`src/rtl/serdes_pkg.sv`:
```
// serdes_pkg: shared types and width helpers for the serdes lane deserializer.
//   bank_state_e : per-bank state bit (FILL = 0, FULL = 1)
//   cnt_width    : width of a sample count able to hold N_SAMPLES
//   beat_width   : width of the beat counter (minimum 1 bit)
package serdes_pkg;

    typedef enum logic {
        BANK_FILL = 1'b0,
        BANK_FULL = 1'b1
    } bank_state_e;

    // Count width: must represent N_SAMPLES itself, hence N_SAMPLES+1 values.
    function automatic int unsigned cnt_width(input int unsigned n_samples);
        return $clog2(n_samples + 1);
    endfunction

    // Beat counter width for BEATS = N_SAMPLES/LANES, never narrower than 1 bit.
    function automatic int unsigned beat_width(input int unsigned n_samples,
                                               input int unsigned lanes);
        int unsigned beats;
        beats = n_samples / lanes;
        return (beats > 1) ? $clog2(beats) : 1;
    endfunction

endpackage

```
`src/rtl/serdes_deser_bank.sv`:
```
// serdes_deser_bank: one frame buffer of the deserializer.
// Holds N_SAMPLES words, the valid-sample count and the FILL/FULL state bit.
//   clk, reset     : clock, asynchronous active-low reset
//   i_wr_en        : write the current beat's lanes into this bank
//   i_beat_idx     : beat index within the frame (selects word group)
//   i_wr_data      : beat payload, lane i at [i*BIT_WIDTH +: BIT_WIDTH]
//   i_close        : frame closes on this bank this cycle
//   i_close_count  : number of valid words in the closing frame
//   i_drain        : frame is consumed downstream; clear words and count
//   o_state        : FILL / FULL
//   o_words        : packed frame, word k at [k*BIT_WIDTH +: BIT_WIDTH]
//   o_count        : valid-sample count
module serdes_deser_bank
    import serdes_pkg::*;
#(
    parameter  int unsigned N_SAMPLES = 8,
    parameter  int unsigned BIT_WIDTH = 32,
    parameter  int unsigned LANES     = 1,
    localparam int unsigned CNT_W     = cnt_width(N_SAMPLES),
    localparam int unsigned BEAT_W    = beat_width(N_SAMPLES, LANES)
) (
    input  logic                           clk,
    input  logic                           reset,
    input  logic                           i_wr_en,
    input  logic [BEAT_W-1:0]              i_beat_idx,
    input  logic [LANES*BIT_WIDTH-1:0]     i_wr_data,
    input  logic                           i_close,
    input  logic [CNT_W-1:0]               i_close_count,
    input  logic                           i_drain,
    output bank_state_e                    o_state,
    output logic [N_SAMPLES*BIT_WIDTH-1:0] o_words,
    output logic [CNT_W-1:0]               o_count
);

    bank_state_e                    r_state;
    bank_state_e                    w_state_nxt;
    logic [N_SAMPLES*BIT_WIDTH-1:0] r_words;
    logic [CNT_W-1:0]               r_count;

    // Bank state register
    always_ff @(posedge clk or negedge reset) begin
        if (!reset) begin
            r_state <= BANK_FILL;
        end else begin
            r_state <= w_state_nxt;
        end
    end

    // Bank next-state: FILL->FULL on close, FULL->FILL on drain
    always_comb begin
        w_state_nxt = r_state;
        case (r_state)
            BANK_FILL: if (i_close) w_state_nxt = BANK_FULL;
            BANK_FULL: if (i_drain) w_state_nxt = BANK_FILL;
            default:   w_state_nxt = BANK_FILL;
        endcase
    end

    // Word storage: word k belongs to beat k/LANES, lane k%LANES
    always_ff @(posedge clk or negedge reset) begin
        if (!reset) begin
            r_words <= '0;
        end else if (i_drain) begin
            r_words <= '0;
        end else if (i_wr_en) begin
            for (int unsigned w = 0; w < N_SAMPLES; w++) begin
                if (i_beat_idx == BEAT_W'(w / LANES)) begin
                    r_words[w*BIT_WIDTH +: BIT_WIDTH] <=
                        i_wr_data[(w % LANES)*BIT_WIDTH +: BIT_WIDTH];
                end
            end
        end
    end

    // Valid-sample count, captured on close and cleared on drain
    always_ff @(posedge clk or negedge reset) begin
        if (!reset) begin
            r_count <= '0;
        end else if (i_drain) begin
            r_count <= '0;
        end else if (i_close) begin
            r_count <= i_close_count;
        end
    end

    assign o_state = r_state;
    assign o_words = r_words;
    assign o_count = r_count;

endmodule

```
`src/rtl/serdes_lane_deserializer.sv`:
```
// serdes_lane_deserializer: collects LANES words per accepted beat into an
// N_SAMPLES-word frame and presents the whole frame in parallel. Frames may
// close early on recv_last; send_count reports the valid words.
// Build option: define SERDES_DESER_DOUBLE_BUF_EN for two ping-pong banks;
// otherwise a single bank is used.
//   clk, reset  : clock, asynchronous active-low reset
//   recv_val/recv_rdy/recv_msg/recv_last : input beat handshake and payload
//   send_val/send_rdy/send_msg/send_count: output frame handshake and payload
module serdes_lane_deserializer
    import serdes_pkg::*;
#(
    parameter  int unsigned N_SAMPLES = 8,
    parameter  int unsigned BIT_WIDTH = 32,
    parameter  int unsigned LANES     = 1,
    localparam int unsigned CNT_W     = cnt_width(N_SAMPLES),
    localparam int unsigned BEAT_W    = beat_width(N_SAMPLES, LANES),
    localparam int unsigned BEATS     = N_SAMPLES / LANES
) (
    input  logic                       clk,
    input  logic                       reset,
    input  logic                       recv_val,
    output logic                       recv_rdy,
    input  logic [LANES*BIT_WIDTH-1:0] recv_msg,
    input  logic                       recv_last,
    output logic                       send_val,
    input  logic                       send_rdy,
    output logic [BIT_WIDTH-1:0]       send_msg [N_SAMPLES],
    output logic [CNT_W-1:0]           send_count
);

`ifdef SERDES_DESER_DOUBLE_BUF_EN
    localparam int unsigned NUM_BANKS = 2;
`else
    localparam int unsigned NUM_BANKS = 1;
`endif

    logic                           r_rst_done;
    logic [BEAT_W-1:0]              r_beat_cnt;
    logic [BEAT_W-1:0]              w_beat_cnt_nxt;
    logic                           w_accept;
    logic                           w_close;
    logic                           w_fire;
    logic [CNT_W-1:0]               w_close_count;

    logic [NUM_BANKS-1:0]           w_wr_sel;
    logic [NUM_BANKS-1:0]           w_rd_sel;
    bank_state_e                    w_state [NUM_BANKS];
    logic [N_SAMPLES*BIT_WIDTH-1:0] w_words [NUM_BANKS];
    logic [CNT_W-1:0]               w_count [NUM_BANKS];
    bank_state_e                    w_wr_state;
    bank_state_e                    w_rd_state;
    logic [N_SAMPLES*BIT_WIDTH-1:0] w_rd_words;
    logic [CNT_W-1:0]               w_rd_count;

    // Ready is held low until the first edge after reset release
    always_ff @(posedge clk or negedge reset) begin
        if (!reset) begin
            r_rst_done <= 1'b0;
        end else begin
            r_rst_done <= 1'b1;
        end
    end

    assign w_accept = recv_val & recv_rdy;
    assign w_close  = w_accept & ((r_beat_cnt == BEAT_W'(BEATS - 1)) | recv_last);
    assign w_fire   = send_val & send_rdy;

    // Widened before the multiply so a full frame reports N_SAMPLES
    assign w_close_count = CNT_W'((CNT_W'(r_beat_cnt) + CNT_W'(1)) * CNT_W'(LANES));

    // Beat counter next value: restart on close, advance on other accepts
    always_comb begin
        w_beat_cnt_nxt = r_beat_cnt;
        if (w_close) begin
            w_beat_cnt_nxt = '0;
        end else if (w_accept) begin
            w_beat_cnt_nxt = r_beat_cnt + BEAT_W'(1);
        end
    end

    always_ff @(posedge clk or negedge reset) begin
        if (!reset) begin
            r_beat_cnt <= '0;
        end else begin
            r_beat_cnt <= w_beat_cnt_nxt;
        end
    end

`ifdef SERDES_DESER_DOUBLE_BUF_EN
    logic r_wr_bank;
    logic r_rd_bank;

    // Ping-pong pointers: write side advances on close, read side on fire
    always_ff @(posedge clk or negedge reset) begin
        if (!reset) begin
            r_wr_bank <= 1'b0;
            r_rd_bank <= 1'b0;
        end else begin
            if (w_close) r_wr_bank <= ~r_wr_bank;
            if (w_fire)  r_rd_bank <= ~r_rd_bank;
        end
    end

    assign w_wr_sel   = r_wr_bank ? 2'b10 : 2'b01;
    assign w_rd_sel   = r_rd_bank ? 2'b10 : 2'b01;
    assign w_wr_state = r_wr_bank ? w_state[1] : w_state[0];
    assign w_rd_state = r_rd_bank ? w_state[1] : w_state[0];
    assign w_rd_words = r_rd_bank ? w_words[1] : w_words[0];
    assign w_rd_count = r_rd_bank ? w_count[1] : w_count[0];
`else
    assign w_wr_sel   = 1'b1;
    assign w_rd_sel   = 1'b1;
    assign w_wr_state = w_state[0];
    assign w_rd_state = w_state[0];
    assign w_rd_words = w_words[0];
    assign w_rd_count = w_count[0];
`endif

    // Frame banks
    for (genvar b = 0; b < NUM_BANKS; b++) begin : g_bank
        serdes_deser_bank #(
            .N_SAMPLES (N_SAMPLES),
            .BIT_WIDTH (BIT_WIDTH),
            .LANES     (LANES)
        ) u_bank (
            .clk           (clk),
            .reset         (reset),
            .i_wr_en       (w_accept & w_wr_sel[b]),
            .i_beat_idx    (r_beat_cnt),
            .i_wr_data     (recv_msg),
            .i_close       (w_close & w_wr_sel[b]),
            .i_close_count (w_close_count),
            .i_drain       (w_fire & w_rd_sel[b]),
            .o_state       (w_state[b]),
            .o_words       (w_words[b]),
            .o_count       (w_count[b])
        );
    end

    assign recv_rdy   = r_rst_done & (w_wr_state == BANK_FILL);
    assign send_val   = (w_rd_state == BANK_FULL);
    assign send_count = w_rd_count;

    // Unpack the read bank onto the parallel frame output
    always_comb begin
        for (int unsigned i = 0; i < N_SAMPLES; i++) begin
            send_msg[i] = w_rd_words[i*BIT_WIDTH +: BIT_WIDTH];
        end
    end

endmodule

```
`config.mk`:
```
export PLATFORM = sky130hd
export DESIGN_NAME = serdes_lane_deserializer
export DESIGN_NICKNAME = d
export VERILOG_FILES = /design/src/rtl/serdes_pkg.sv /design/src/rtl/serdes_deser_bank.sv /design/src/rtl/serdes_lane_deserializer.sv
export SDC_FILE = /design/constraint.sdc
export NUM_CORES = 1
export LEC_CHECK = 0
export CORE_MARGIN = 2
export CORE_UTILIZATION = 53
export CTS_BUF_LIST = sky130_fd_sc_hd__clkbuf_16
export DETAILED_ROUTE_END_ITERATION = 8
export PLACE_DENSITY = 0.88
export SYNTH_ARGS = -nofsm -noshare
export SYNTH_HDL_FRONTEND = slang
export SYNTH_SLANG_ARGS = --single-unit
```
`constraint.sdc`:
```
create_clock -name clk -period 2.7 [get_ports clk]
set_input_delay 0.54 -clock clk [delete_from_list [all_inputs] [get_ports clk]]
set_output_delay 0.54 -clock clk [all_outputs]
set_load 0.01 [all_outputs]
```
Word level (Yosys, flattened, before mapping)
Index checks and enable logic that the tools add are counted.

$add $sub $neg: 2. $mul: 0. Div/mod/pow operators: 0. Magnitude comparators: 0. Equal/unequal tests: 7. Shift operators: 0. Multiplexer cells: 17. Bitwise logic cells: 6. Reductions and logical operators: 20.

Operators with widths (number): 2-to-1 mux 256 bit (2); 2-to-1 mux 32 bit (8); nonzero test 2 bit (11); AND reduction 2 bit (8); equality test 3 bit, second input constant (4); 2-to-1 mux 4 bit (2); equality test 3 x 2 -> 1 bit, second input constant (2); 2-to-1 mux 3 bit (2); adder 3 x 1 -> 4 bit, second input constant (1); AND 1 bit (4); adder 3 x 1 -> 3 bit, second input constant (1); equality test 3 x 1 -> 1 bit, second input constant (1); zero test 3 bit (1); 2-to-1 mux 1 bit (2); case mux 1 bit (2 select lines) (1); inverter 1 bit (1); OR 1 bit (1).

Register bits after elaboration: 265. Latch bits: 0. Memory bits (writable): 0. Bits in read-only memories: 0. Input bits: 37. Output and inout bits: 262. Logic and storage cells: 64. Memories kept: 0.

Logic depth before layout (Yosys ltp)
Word-level depth: 6. Mapped depth: 9. Gate-level depth less buffers: 5.

Modules after synthesis
Synthesis repeated with hierarchy kept, for this count alone.

Cells, all modules: 939. Area total of the unflattened synthesis: 11747.5 µm².

Modules (own cells, without submodules): serdes_deser_bank (instances 1, cells an instance 919, area each 11499.8 µm², sequential area each 6531.3 µm²); serdes_lane_deserializer (instances 1, cells an instance 20, area each 247.7 µm², sequential area each 100.1 µm²).

Worst setup path before layout
OpenSTA, ideal clock, no wires.

Path kind: register -> register. Start point: register r_beat_cnt[2]. End point: register g_bank[0].u_bank.r_words[103]. Library setup time: 66 ps. Data arrival time: 1745 ps. Data required time: 2634 ps. Slack: 889 ps. Stages on the path, launching flop included: 10. Path buffers: 4. Period minus slack after synthesis: 1811 ps. Cells stage by stage: dfrtp_1 buf_2 inv_1 buf_1 ha_1 and4b_1 buf_2 buf_2 nand2_1 nand2_1.

Cells in the longest elaborated chain, start to end: 3.

Ends and longest elaborated chain: start: declaration (RTL line serdes_lane_deserializer.sv:38) `logic [BEAT_W-1:0] r_beat_cnt;`; start signal: assignment (RTL line serdes_lane_deserializer.sv:85) `r_beat_cnt <= w_beat_cnt_nxt;`; equality test 3 x 2 -> 1 bit (RTL line serdes_deser_bank.sv:67) `if (i_beat_idx == BEAT_W'(w / LANES)) begin`; nonzero test 2 bit (no line); AND reduction 2 bit (no line); end signal: indexed assignment (RTL line serdes_deser_bank.sv:68) `r_words[w*BIT_WIDTH +: BIT_WIDTH] <=`; end: declaration (RTL line serdes_deser_bank.sv:37) `logic [N_SAMPLES*BIT_WIDTH-1:0] r_words;`.

Every way passes these cells. A chain may end at the register's enable or synchronous reset.

Worst setup path after layout
Start point: register r_rst_done. End point: output recv_rdy.

Cells in the longest elaborated chain, start to end: 1.

Ends and longest elaborated chain: start: declaration (RTL line serdes_lane_deserializer.sv:37) `logic r_rst_done;`; start signal: assignment (RTL line serdes_lane_deserializer.sv:58) `r_rst_done <= 1'b0;`; start signal: assignment (RTL line serdes_lane_deserializer.sv:60) `r_rst_done <= 1'b1;`; AND 1 bit (RTL line serdes_lane_deserializer.sv:140) `assign recv_rdy = r_rst_done & (w_wr_state == BANK_FILL);`; end: declaration (RTL line serdes_lane_deserializer.sv:22) `output logic recv_rdy,`.

Every way passes these cells.

==> key figures <==
Outcome
  • Outcome: completed

Global routing
  • Antenna violations before repair: 0
  • Number of global-route vias before repair: 10.0k
  • Global route overflow: 0
  • Largest net degree at the start of global routing: 178
  • First-pass GRT wire length: 58.6 mm
  • Gr usage total: 0.345

Logic synthesis
  • Most common cell in the netlist: nand2_1
  • Asr flop ratio synth: 1.00
  • Synth cell count leaders: nand2_1, dfrtp_1, nand3_1
  • Seq/Total Area, Yosys: 0.590
  • Synthesized area: 11200 µm²
  • Yosys top cell area share: 0.590
  • Dominant synthesized flop cell: dfrtp_1
  • Syn Area/Cell: 9.39 µm²
  • Top cells by area, synth: dfrtp_1, nand3_1, nand2_1
  • Syn nets: 1239
  • Netlist cell types: 26
  • Synth Register Bits: 265
  • Mapped Cells: 1196
  • Number of synthesized flops with an enable pin: 0
  • Syn. warnings: 0
  • Post-synth top area cell: dfrtp_1

Timing
  • Final setup fails: 0
  • TNS Setup: 0 ns
  • WHS: 0.0121 ns
  • RSZ-0062 raised after global routing: no
  • Worst Tran Pin Value: 0.862 ns
  • Minimum clock period after layout: 2.39 ns
  • Fmax: 418 MHz
  • Endpoints failing hold: 0
  • Final worst-path setup slack: 0.307 ns
  • Worst clock skew: 0.0110 ns
  • Slew Limit Fails: 0
  • Period utilisation layout: 0.886
  • Worst slew margin: 0.423

Placement
  • Hpwl dp: 24.9 mm
  • Pre-CTS setup slack: 0.372 ns
  • Routability cong.: 0.844
  • Number of port buffers: 298

Cells and area
  • Fin nets: 1463
  • Syn-to-layout area delta: 35.8%
  • Final core occ: 0.731
  • Layout cells sized above 1: 0.0597
  • Layout fillers: 1454
  • Antenna Diode Count: 0

Die
  • IO Pins: 299
  • Core Region: 20900 µm²
  • Chip height: 150 µm
  • Die ar.: 22400 µm²
  • Initial core utilization: 0.538
  • Chip Width: 150 µm
  • Num rows: 53

Drt
  • Final wirelength: 39.4 mm
  • Via count: 10.5k
  • Iteration-0 DRC Markers: 1023
  • DRT antenna net count: 0
  • Wire length per cell: 23.0 µm
  • 1st-pass router iterations: 7
  • Vias per cell: 6.12
  • # DRC: 0

Pwr
  • Clock network power share: 0.301
  • Power per cell area: 842 nW/µm²
  • Int Pwr: 0.00885 W
  • Combinational Power Share: 0.290
  • Flop pwr share: 0.409
  • Pleak: 6.95 nW
  • Sw frac: 0.311
  • Tot Pwr: 0.0128 W
  • Peak supply drop: 0.528 mV
  • Net Sw Power: 0.00399 W

Worst setup path
  • FF-to-FF setup slack: 0.76 ns
  • Setup Crit Path Kind: reg2out
  • Crit path max fanout: 13
  • Crit start category: register
  • Critical path startpoint: r_rst_done
  • Worst reg-to-reg path cell count: 5
  • Critical path endpoint: recv_rdy
  • Reg-to-Reg Start: g_bank[0].u_bank.o_state
  • Worst flop-to-flop path endpoint: g_bank[0].u_bank.o_words[39]
  • Crit. End Element: output pin
  • Critical path arrival: 1.85 ns
  • CP required: 2.16 ns

Worst hold path
  • Hold Crit Class: in2async

Clock network
  • Clock Root Buffer: clkbuf_16
  • Clock tree buffer depth: 3
  • Clock tree from TritonCTS: built
  • Insertion delay to the later sink of the worst-skew pair: 0.53 ns
  • Sink Count: 265
  • Post-CTS Setup Bufs: 0
  • CTS H-tree lvls: 1
  • Resized Gates After CTS: 0
  • Hold Buf Count CTS: 0
  • Clock slew at reported path FFs: 0.06 ns
  • Inserted Clock Buffers: 28

Run
  • Max Cap Violations: 0
-- sequential cells by signal (all words and copies together) (netlist names) --
name	cells
g_bank.u_bank.o_words	256
g_bank.u_bank.o_state	1
g_bank.u_bank.o_count	4
r_rst_done	1
r_beat_cnt	3
-- logic make-up after synthesis --
logic type / after synthesis / synth area share
other: 1 / 0.000334
adder cells (fa/ha/maj): 6 / 0.00668
buffers and inverters: 145 / 0.0588
AO/OA/AOI/OAI: 232 / 0.126
flip-flops: 265 / 0.590
AND/OR/NAND/NOR: 544 / 0.215
multiplexers: 3 / 0.00267
-- per-layer routing --
metal / routed length, µm / track usage
met1: 14600 / 0.462
met2: 17900 / 0.525
met3: 4790 / 0.0927
met4: 2150 / 0.167
met5: 0 / 0
-- cells in the final DEF, fill, tap and decap left out, types with 2 or more instances in the layout --
| cell type | synthesis | final |
|---|---|---|
| and4b_1 | 5 | 2 |
| and4b_2 | 0 | 3 |
| buf_12 | 0 | 10 |
| buf_4 | 5 | 26 |
| bufinv_16 | 0 | 4 |
| clkbuf_16 | 0 | 29 |
| clkdlybuf4s50_1 | 0 | 297 |
| clkinv_1 | 0 | 4 |
| clkinv_2 | 0 | 5 |
| dfrtp_1 | 265 | 264 |
| ha_1 | 6 | 6 |
| inv_1 | 5 | 13 |
| mux2i_1 | 3 | 3 |
| nand2_1 | 289 | 288 |
| nand3_1 | 236 | 236 |
| nand3b_1 | 2 | 2 |
| nand4b_1 | 4 | 4 |
| nor2_2 | 1 | 3 |
| o211ai_1 | 100 | 100 |
| o21ai_0 | 122 | 122 |
| o21ai_1 | 9 | 9 |
-- layout make-up --
class | count | area (µm²) | share of cell area
Clock inverter | 22 | 194 | 0.0127
Clock buffer | 29 | 726 | 0.0476
Sequential cell | 265 | 6640 | 0.435
Inverter | 5 | 18.8 | 0.00123
Tap cell | 275 | 344 | 0.0225
Timing Repair Buffer | 334 | 3380 | 0.222
Multi-Input combinational cell | 786 | 3960 | 0.259
-- power groups by stage --
stage / clock network [W] / registers [W] / logic (W)
after floorplan: 0 / 0.00558 / 0.00114
after global placement: 0 / 0.00528 / 0.00358
after detailed placement: 0 / 0.00530 / 0.00368
after CTS: 0.00388 / 0.00525 / 0.00371
after global routing: 0.00407 / 0.00533 / 0.00396
final: 0.00386 / 0.00526 / 0.00372
-- worst min path at each step --
stage                                  startpoint                            end  slack [ns]  depth (start not counted)
finish                                      reset   g_bank[0].u_bank.o_words[84]        0.01                          1
global route                                reset   g_bank[0].u_bank.o_words[84]        0.05                          1
CTS                                         reset   g_bank[0].u_bank.o_words[84]        0.04                          1
detailed placement  g_bank[0].u_bank.o_words[234]  g_bank[0].u_bank.o_words[234]        0.48                          2
global placement    g_bank[0].u_bank.o_words[114]  g_bank[0].u_bank.o_words[114]        0.48                          2
floorplan                                   reset    g_bank[0].u_bank.o_count[0]        0.24                          0
-- critical path: stages, from the launching register on --
cell	delay, ns
dfrtp_1	0.58
nor2b_1	0.19
clkdlybuf4s50_1	0.55
-- per-stage QoR --
step,instances,cell area [µm²]
CTS,1716,15300
global placement,1665,14300
finish,1716,15300
floorplan,1196,11200
global route,1716,15300
detailed placement,1665,14300
No activity file was read; power rests on OpenSTA's default activity.
==> variant (same settings) <==
`N_SAMPLES` is set to 8 in 2 places; all go to 4.
--- a/src/rtl/serdes_deser_bank.sv
+++ b/src/rtl/serdes_deser_bank.sv
@@ -15,3 +15,3 @@
 #(
-    parameter  int unsigned N_SAMPLES = 8,
+    parameter  int unsigned N_SAMPLES = 4,
     parameter  int unsigned BIT_WIDTH = 32,
--- a/src/rtl/serdes_lane_deserializer.sv
+++ b/src/rtl/serdes_lane_deserializer.sv
@@ -11,3 +11,3 @@
 #(
-    parameter  int unsigned N_SAMPLES = 8,
+    parameter  int unsigned N_SAMPLES = 4,
     parameter  int unsigned BIT_WIDTH = 32,
Interface: changed (resized send_count and send_msg); port bits go from 299 to 170. The function was not compared with the original's and may differ.
==> variant against the unedited design <==
Sequential cell count fell by 130. Utilization rose by 3.6 points. Via count fell by 54%. Synthesized area fell by 50%. Sequential share of layout area fell by 0.79 points. Worst setup slack improved by 0.19 ns. Non-clock buffer count fell by 152. Wire length fell by 62%. Register-to-register slack improved by 0.27 ns. Cell area fell by 48%. Power fell by 42%. Combinational power fell by 43%.
==> variant: results (changes against the unedited design) <==
CTS
  • Worst-Skew Late Latency: 0.41 ns (-0.12 ns)
  • CTS Buf Count: 17 (-39%)
  • CTS Buffer Depth: 2 (-1)

Worst setup path
  • Critical Path AT: 1.66 ns (-0.19 ns)
  • Critical R2R Capture: g_bank[0].u_bank.o_words[32]
  • Cell depth of the worst flop-to-flop path: 4 (-1)
  • Critical Path Start: g_bank[0].u_bank.o_state
  • Largest stage delay on the critical path: 0.53 ns (-0.05 ns)
  • Critical path fanouts, max: 9 (-4)
  • Max stage delay cell, worst path: clkdlybuf4s50_1

Final layout
  • Fraction of layout cells with a size suffix above 1: 9.06% (+3.1 points)
  • Fin nets: 790 (-46%)
  • Largest register FFs: 128 (-50%)

Synth
  • Seq/Total Area, Yosys: 59.9% (+0.89 points)
  • Syn Area/Cell: 9.56 um^2 (+1.7%)
  • Syn Nets: 631 (-49%)

Drt
  • First drt pass iteration count: 5 (-2)
  • Vias per cell: 5.34 (-13%)
  • Drt initial violations: 353 (-65%)
  • Detailed-route via count: 4798 (-54%)

Placement
  • Post-Place Worst Slack: 0.531 ns (+0.159 ns)
  • Gpl congestion: 0.813 (-3.6%)
  • Detailed placement HPWL: 10000 um (-60%)

Power
  • Lkg Pwr: 3.46 nW (-50%)

GRT
  • Largest net degree at the start of global routing: 64 (-64%)
  • GRT Util Overall: 27.3% (-7.2 points)
  • First-pass GRT wire length: 24300 um (-59%)

Run status
  • Status: completed
variant: changes by cell type after synthesis, moves of 31 or more:
cell	delta
nand3_1	-236
dfrtp_1	-130
o211ai_1	-98
o21ai_0	-94
o21ai_1	+75
clkbuf_1	-62
buf_2	-41
nand2_1	-31
variant: layer usage:
| layer | global-route usage, % | share of wire [%] | vias up |
|---|---|---|---|
| met5 | 0 | 0 | - |
| met4 | 10.6 | 1.8 | 0 |
| met3 | 6.63 | 6.6 | 23 |
| met2 | 45.9 | 53 | 195 |
| met1 | 34.2 | 39 | 2357 |
| li1 | - | - | 2223 |
variant: power by group:
group	internal, mW	switching, mW
Combinational	1.14	0.992
Sequential	2.54	0.315
Clock	1.63	0.861
variant: cell type report:
cell class                 count  area [um^2]  share of cell area (%)
timing repair buffer         182         1820                    23.1
clock inverter                15          211                    2.67
clock buffer                  17          425                    5.38
sequential                   135         3380                    42.7
multi-input combinational    409         1890                    23.9
inverter                       4         15.0                   0.190
tap                          136          170                    2.15
variant: logic make-up (layout without fill, tap and decap cells):
| family | count (synthesis) | after routing | share of synthesized area (%) |
|---|---|---|---|
| adders and majority gates | 4 | 4 | 0.888 |
| buffers and inverters | 46 | 218 | 6.77 |
| DFF | 135 | 135 | 59.9 |
| other | 1 | 1 | 0.0665 |
| and+or+nand+nor | 268 | 268 | 18.8 |
| AOI/OAI and AO/OA | 136 | 136 | 13.6 |
variant: per-stage QoR:
stage	power, mW	hold WS (ns)	area (um^2)
after floorplan	3.66	0.244	5640
after global placement	4.89	0.503	7280
after detailed placement	5.00	0.509	7280
after CTS	7.51	0.0973	7910
after global routing	7.81	0.120	7910
final	7.47	0.0930	7910
